File: src/rtl/uart_pkg.sv
// Shared definitions for the programmable-period serial link (receive and transmit sides).
package uart_pkg;

    // Receiver frame states.
    typedef enum logic [1:0] {
        IDLE,
        START,
        DATA,
        STOP
    } rx_state_t;

    // Shortest usable bit period in clocks; smaller time_set values are raised to this.
    localparam int MIN_PERIOD = 4;

    // Data bits per frame, common to both ends of the link.
    localparam int DEFAULT_DATA_BITS = 8;

endpackage

File: src/rtl/uart_rx_sync.sv
// Metastability synchronizer for the asynchronous rx line plus 1->0 start-edge detection.
module uart_rx_sync #(
    parameter int SYNC_STAGES = 2
) (
    input  logic clk,
    input  logic reset,
    input  logic rx,
    output logic rx_s,
    output logic start_edge
);

    logic [SYNC_STAGES-1:0] sync_q;
    logic                   prev;

    // Shift the raw line through the chain and remember the previous synchronized level.
    // Everything resets to 1 (idle line) so leaving reset never looks like a start bit.
    always_ff @(posedge clk) begin
        if (reset) begin
            // NOTE: clocked state is always written with <=, so every flop sees the pre-edge values.
            sync_q <= '1;
            prev   <= 1'b1;
        end else begin
            sync_q <= {sync_q[SYNC_STAGES-2:0], rx};
            prev   <= sync_q[SYNC_STAGES-1];
        end
    end

    assign rx_s       = sync_q[SYNC_STAGES-1];
    assign start_edge = prev & ~rx_s;

endmodule

File: src/rtl/uart_serial_rx.sv
// 8N1 serial receiver with a runtime bit period; emits each byte with a one-cycle valid pulse.
module uart_serial_rx
    import uart_pkg::*;
#(
    parameter int DATA_BITS   = DEFAULT_DATA_BITS,
    parameter int CNT_W       = 32,
    parameter int SYNC_STAGES = 2
) (
    input  logic                 clk,
    input  logic                 reset,
    input  logic [CNT_W-1:0]     time_set,
    input  logic                 rx,
    output logic [DATA_BITS-1:0] rx_data,
    output logic                 rx_valid,
    output logic                 frame_err,
    output logic                 busy
);

    localparam int               IDX_W    = (DATA_BITS > 1) ? $clog2(DATA_BITS) : 1;
    localparam logic [CNT_W-1:0] MIN_P    = CNT_W'(MIN_PERIOD);
    localparam logic [IDX_W-1:0] LAST_IDX = IDX_W'(DATA_BITS - 1);

    rx_state_t            state;
    logic [CNT_W-1:0]     period;
    logic [CNT_W-1:0]     cnt;
    logic [CNT_W-1:0]     half;
    logic [IDX_W-1:0]     bit_idx;
    logic [DATA_BITS-1:0] shreg;
    logic                 rx_s;
    logic                 start_edge;
    logic                 half_hit;
    logic                 bit_hit;

    uart_rx_sync #(
        .SYNC_STAGES(SYNC_STAGES)
    ) u_sync (
        .clk        (clk),
        .reset      (reset),
        .rx         (rx),
        .rx_s       (rx_s),
        .start_edge (start_edge)
    );

    // Sample points: middle of the start bit, then one full period later for every further bit.
    assign half     = period >> 1;
    assign half_hit = (cnt == half - CNT_W'(1));
    assign bit_hit  = (cnt == period - CNT_W'(1));

    // Frame FSM with bit counter, shift register and registered output pulses.
    always_ff @(posedge clk) begin
        if (reset) begin
            state     <= IDLE;
            period    <= '0;
            cnt       <= '0;
            bit_idx   <= '0;
            // NOTE: the shift register is a plain register, not a memory array, so it is reset like the rest.
            shreg     <= '0;
            rx_data   <= '0;
            rx_valid  <= 1'b0;
            frame_err <= 1'b0;
            busy      <= 1'b0;
        end else begin
            rx_valid  <= 1'b0;
            frame_err <= 1'b0;

            case (state)
                IDLE: begin
                    cnt <= '0;
                    if (start_edge) begin
                        // Period is frozen for the whole frame; time_set changes mid-frame are ignored.
                        period <= (time_set < MIN_P) ? MIN_P : time_set;
                        state  <= START;
                        busy   <= 1'b1;
                    end
                end

                START: begin
                    if (half_hit) begin
                        cnt <= '0;
                        if (rx_s) begin
                            // Line already back high: a glitch, not a start bit.
                            state <= IDLE;
                            busy  <= 1'b0;
                        end else begin
                            state   <= DATA;
                            bit_idx <= '0;
                        end
                    end else begin
                        cnt <= cnt + CNT_W'(1);
                    end
                end

                DATA: begin
                    if (bit_hit) begin
                        cnt     <= '0;
                        // LSB arrives first, so new bits enter at the top and slide down.
                        shreg   <= {rx_s, shreg[DATA_BITS-1:1]};
                        bit_idx <= bit_idx + IDX_W'(1);
                        if (bit_idx == LAST_IDX) begin
                            state <= STOP;
                        end
                    end else begin
                        cnt <= cnt + CNT_W'(1);
                    end
                end

                STOP: begin
                    if (bit_hit) begin
                        // Back to IDLE mid stop bit so a frame starting right after is caught.
                        cnt   <= '0;
                        state <= IDLE;
                        busy  <= 1'b0;
                        if (rx_s) begin
                            rx_data  <= shreg;
                            rx_valid <= 1'b1;
                        end else begin
                            frame_err <= 1'b1;
                        end
                    end else begin
                        cnt <= cnt + CNT_W'(1);
                    end
                end

                default: begin
                    state <= IDLE;
                    cnt   <= '0;
                    busy  <= 1'b0;
                end
            endcase
        end
    end

endmodule

File: config.mk
export PLATFORM = sky130hd
export DESIGN_NAME = uart_serial_rx
export DESIGN_NICKNAME = d
export VERILOG_FILES = /design/src/rtl/uart_pkg.sv /design/src/rtl/uart_rx_sync.sv /design/src/rtl/uart_serial_rx.sv
export SDC_FILE = /design/constraint.sdc
export NUM_CORES = 1
export LEC_CHECK = 0
export ABC_AREA = 1
export CORE_MARGIN = 2
export CORE_UTILIZATION = 50
export DETAILED_ROUTE_END_ITERATION = 12
export PLACE_DENSITY = 0.7
export SYNTH_ARGS = -nofsm -noshare
export SYNTH_HDL_FRONTEND = slang
export SYNTH_SLANG_ARGS = --single-unit
File: constraint.sdc
create_clock -name clk -period 2.6 [get_ports clk]
set_input_delay 0.78 -clock clk [delete_from_list [all_inputs] [get_ports clk]]
set_output_delay 0.78 -clock clk [all_outputs]
set_load 0.05 [all_outputs]
==> impl_metrics.toml <==
[placed_design]
dp_hpwl_um = 16600
numPlacedInstances = 1353
port_buffers = 45
gp_congestion = 1.02

[sta]
hold_violations = 0
slew_viol_final = 0
post-route-period-util = 0.975
fmax_mhz = 395
worst_pin_slew_ns = 0.727
setup_viol = 0
skew_ns = 0.00932
slew_headroom = 0.514
fin_crit_ns = 2.53
holdWs_ns = 0.412
rsz0062_at_grt = "yes"

[synthesis]
synth-edff-count = 0
synth_seq_area_share = 0.270
synth_area_per_cell_um2 = 6.33
synth_nets = 1104
ys_ff_latch = 91
ys_types = 39
yosysWarnings = 0
synthArstFlopShare = 0
ys.flop_type = "dfxtp_1"
syn_inst = 1064
synthesis.area_um2 = 6740

[floorplanning]
core_area_um2 = 13200
start_util = 0.511
pin_count = 46
die_height_um = 120
die_area_um2 = 14400
die_w_um = 120
std_cell_rows = 42

[final_layout]
nFillCells = 1149
area.growth.synth_to_final_pct = 34.0
layout_common_cells = "nand2_1 (231), inv_1 (137), nor2_1 (114)"
diodes = 0
drive_gt1_frac = 0.246
final_cells = 1386
final_common_cell = "nand2_1"
final_nets = 1245

[clocking]
clockBufferDepth = 2
numClockSinks = 91
cts_tree = "yes"
clock_latency_ns = 0.34
cts_buffers = 9
cts_root_buffer = "clkbuf_16"
ctsHoldBuffers = 0
clk_pin_slew_ns = 0.07
cts_max_level = 3

[global_route]
grt_pass1_vias = 6839
antenna_found_initial = 0
grt-ovfl-total = 0
grt_pass1_wl_um = 34000
grt_usage = 0.299
grt_max_degree = 65

[critical_path]
cp-start-kind = "flip-flop"
path_cells = "buf_6, nor2_4, nand2_2, nor2_4, nand2_2, buf_6, xor2_1, nand2_1, nand3_2, nor2_2, nand2_1, nor2_2, nand2_2, nand2_4, nand2_4, nand2_8, clkbuf_16, nor2_1"
reg2reg_depth = 18
end_kind = "flip-flop"
path_common_cell = "nand2_2"
cp.required_ns = 2.83
r2r_slack_ns = 0.07
cp_max_fo = 5
slowest_delay_ns = 0.33
crit_arrival_ns = 2.76
r2r_start = "period[2]"
path_class = "reg2reg"
cp_slowest_cell = "dfxtp_2"
timing.rr.end = "cnt[15]"

[detailed_routing]
drtIter0Drc = 790
wl_per_cell_um = 15.9
first_pass_iters = 7
ant_nets = 0
wirelength_um = 22000
drc = 0
viasPerCell = 5.31
vias = 7358

[job]
maxCapViolCount = 0

[pwr]
power_leakage_nw = 4.17
combPwrFrac = 0.426
intPower_w = 0.00303
seqPwrFrac = 0.310
switchingPower_w = 0.00182
powerDensity_nw_per_um2 = 537
swShare = 0.375
ir_drop_uv = 363
p_clk_frac = 0.264

[run_status]
status = "complete, no violations"

[min_path]
hold_path_class = "reg2reg"
hold_depth = 1
min_to = "u_sync.sync_q[1]"
min_from = "u_sync.sync_q[0]"
[layer usage]
metal | vias up | global-route usage | routed length [um]
met2 | 318 | 0.479 | 9890
met4 | 0 | 0.0882 | 529
met1 | 3347 | 0.414 | 9740
met5 | - | 0 | 0
met3 | 44 | 0.0475 | 1860
li1 | 3649 | - | -
[metrics by stage]
step	setup slack [ns]	total power [W]	instance area (um^2)	utilization	TNS, ns
6_report	0.0659	0.00484	9030	0.684	0
5_1_grt	-0.0769	0.00511	9030	0.684	-1.89
4_1_cts	0.000437	0.00458	8400	0.637	0
3_5_place_dp	-0.164	0.00328	8030	0.609	-3.37
3_3_place_gp	-0.128	0.00326	8030	0.609	-2.29
2_1_floorplan	0.236	0.00261	6740	-	0
[state kept, by name (all words and copies together) (netlist names), 2 cells and up, named ones only]
| signal | flops |
|---|---|
| u_sync.sync_q | 2 |
| period | 32 |
| bit_idx | 3 |
| cnt | 32 |
| shreg | 8 |
| rx_data | 8 |
[cell usage after synthesis, types with 5 or more instances]
library cell    n  area share
nor3b_1         5      0.0056
o21ai_1        13      0.0097
or2_2           6      0.0056
a21oi_1        38       0.028
o21ai_0        42       0.031
nor4_1          9      0.0084
nor3_2          6      0.0089
dfxtp_1        91        0.27
nand2_4         8       0.013
nand2_2         6      0.0056
ha_1            5      0.0093
xnor2_1        22       0.029
nor3_1         20       0.015
inv_1         142       0.079
nand2_1       248        0.14
nand4_1        25       0.023
nand3_1        74       0.055
clkbuf_1       21       0.012
xor2_1         66       0.086
a211oi_2        8       0.015
nor2_4         11       0.018
nor2_1        153       0.085
nor2_2         11       0.010
[final cells by class]
cell class	instances	area, um^2	area share
inverters	150	577	0.0639
repair buffers	159	1410	0.156
well taps	176	220	0.0244
flip-flops and latches	91	1860	0.206
clock inverters	2	17.5	0.00194
clock buffers	14	274	0.0304
multi-input cells	794	4670	0.518
[kinds of logic after synthesis]
| kind of cell | after synthesis | synth area share |
|---|---|---|
| fa+ha+maj | 5 | 0.00929 |
| simple gates | 592 | 0.409 |
| compound gates | 108 | 0.0912 |
| buf+inv | 180 | 0.106 |
| flops | 91 | 0.270 |
| xor+xnor | 88 | 0.114 |
[repair_timing]
action / in CTS / in global routing
pin swaps: 4 / 43
gates resized for setup: 17 / 141
setup endpoints to repair: 54 / 56
gates cloned: 0 / 4
setup buffers: 2 / 11
[worst max-delay path: cells and delay by family, from the launching register on]
| kind | cells | cell delay [ns] |
|---|---|---|
| XOR/XNOR | 1 | 0.13 |
| buffers and inverters | 3 | 0.41 |
| flip-flops | 1 | 0.33 |
| AND/OR/NAND/NOR | 14 | 1.54 |
[how the worst max path moves through the flow]
stage / from / end / slack [ns] / cells after the start
after floorplan: period[2] / shreg[5] / 0.24 / 18
after global placement: period[1] / bit_idx[0] / -0.13 / 20
after detailed placement: period[1] / shreg[6] / -0.16 / 18
after CTS: period[11] / shreg[6] / 0.0004 / 14
after global routing: period[9] / cnt[18] / -0.08 / 18
final: period[2] / cnt[15] / 0.07 / 18
[power groups by stage]
stage	registers [W]	clock network (W)	logic, W
2_1_floorplan	0.00151	0	0.00110
3_3_place_gp	0.00152	0	0.00175
3_5_place_dp	0.00152	0	0.00176
4_1_cts	0.00149	0.00129	0.00180
5_1_grt	0.00151	0.00134	0.00227
6_report	0.00150	0.00128	0.00206
(Power assumes the default switching activity.)
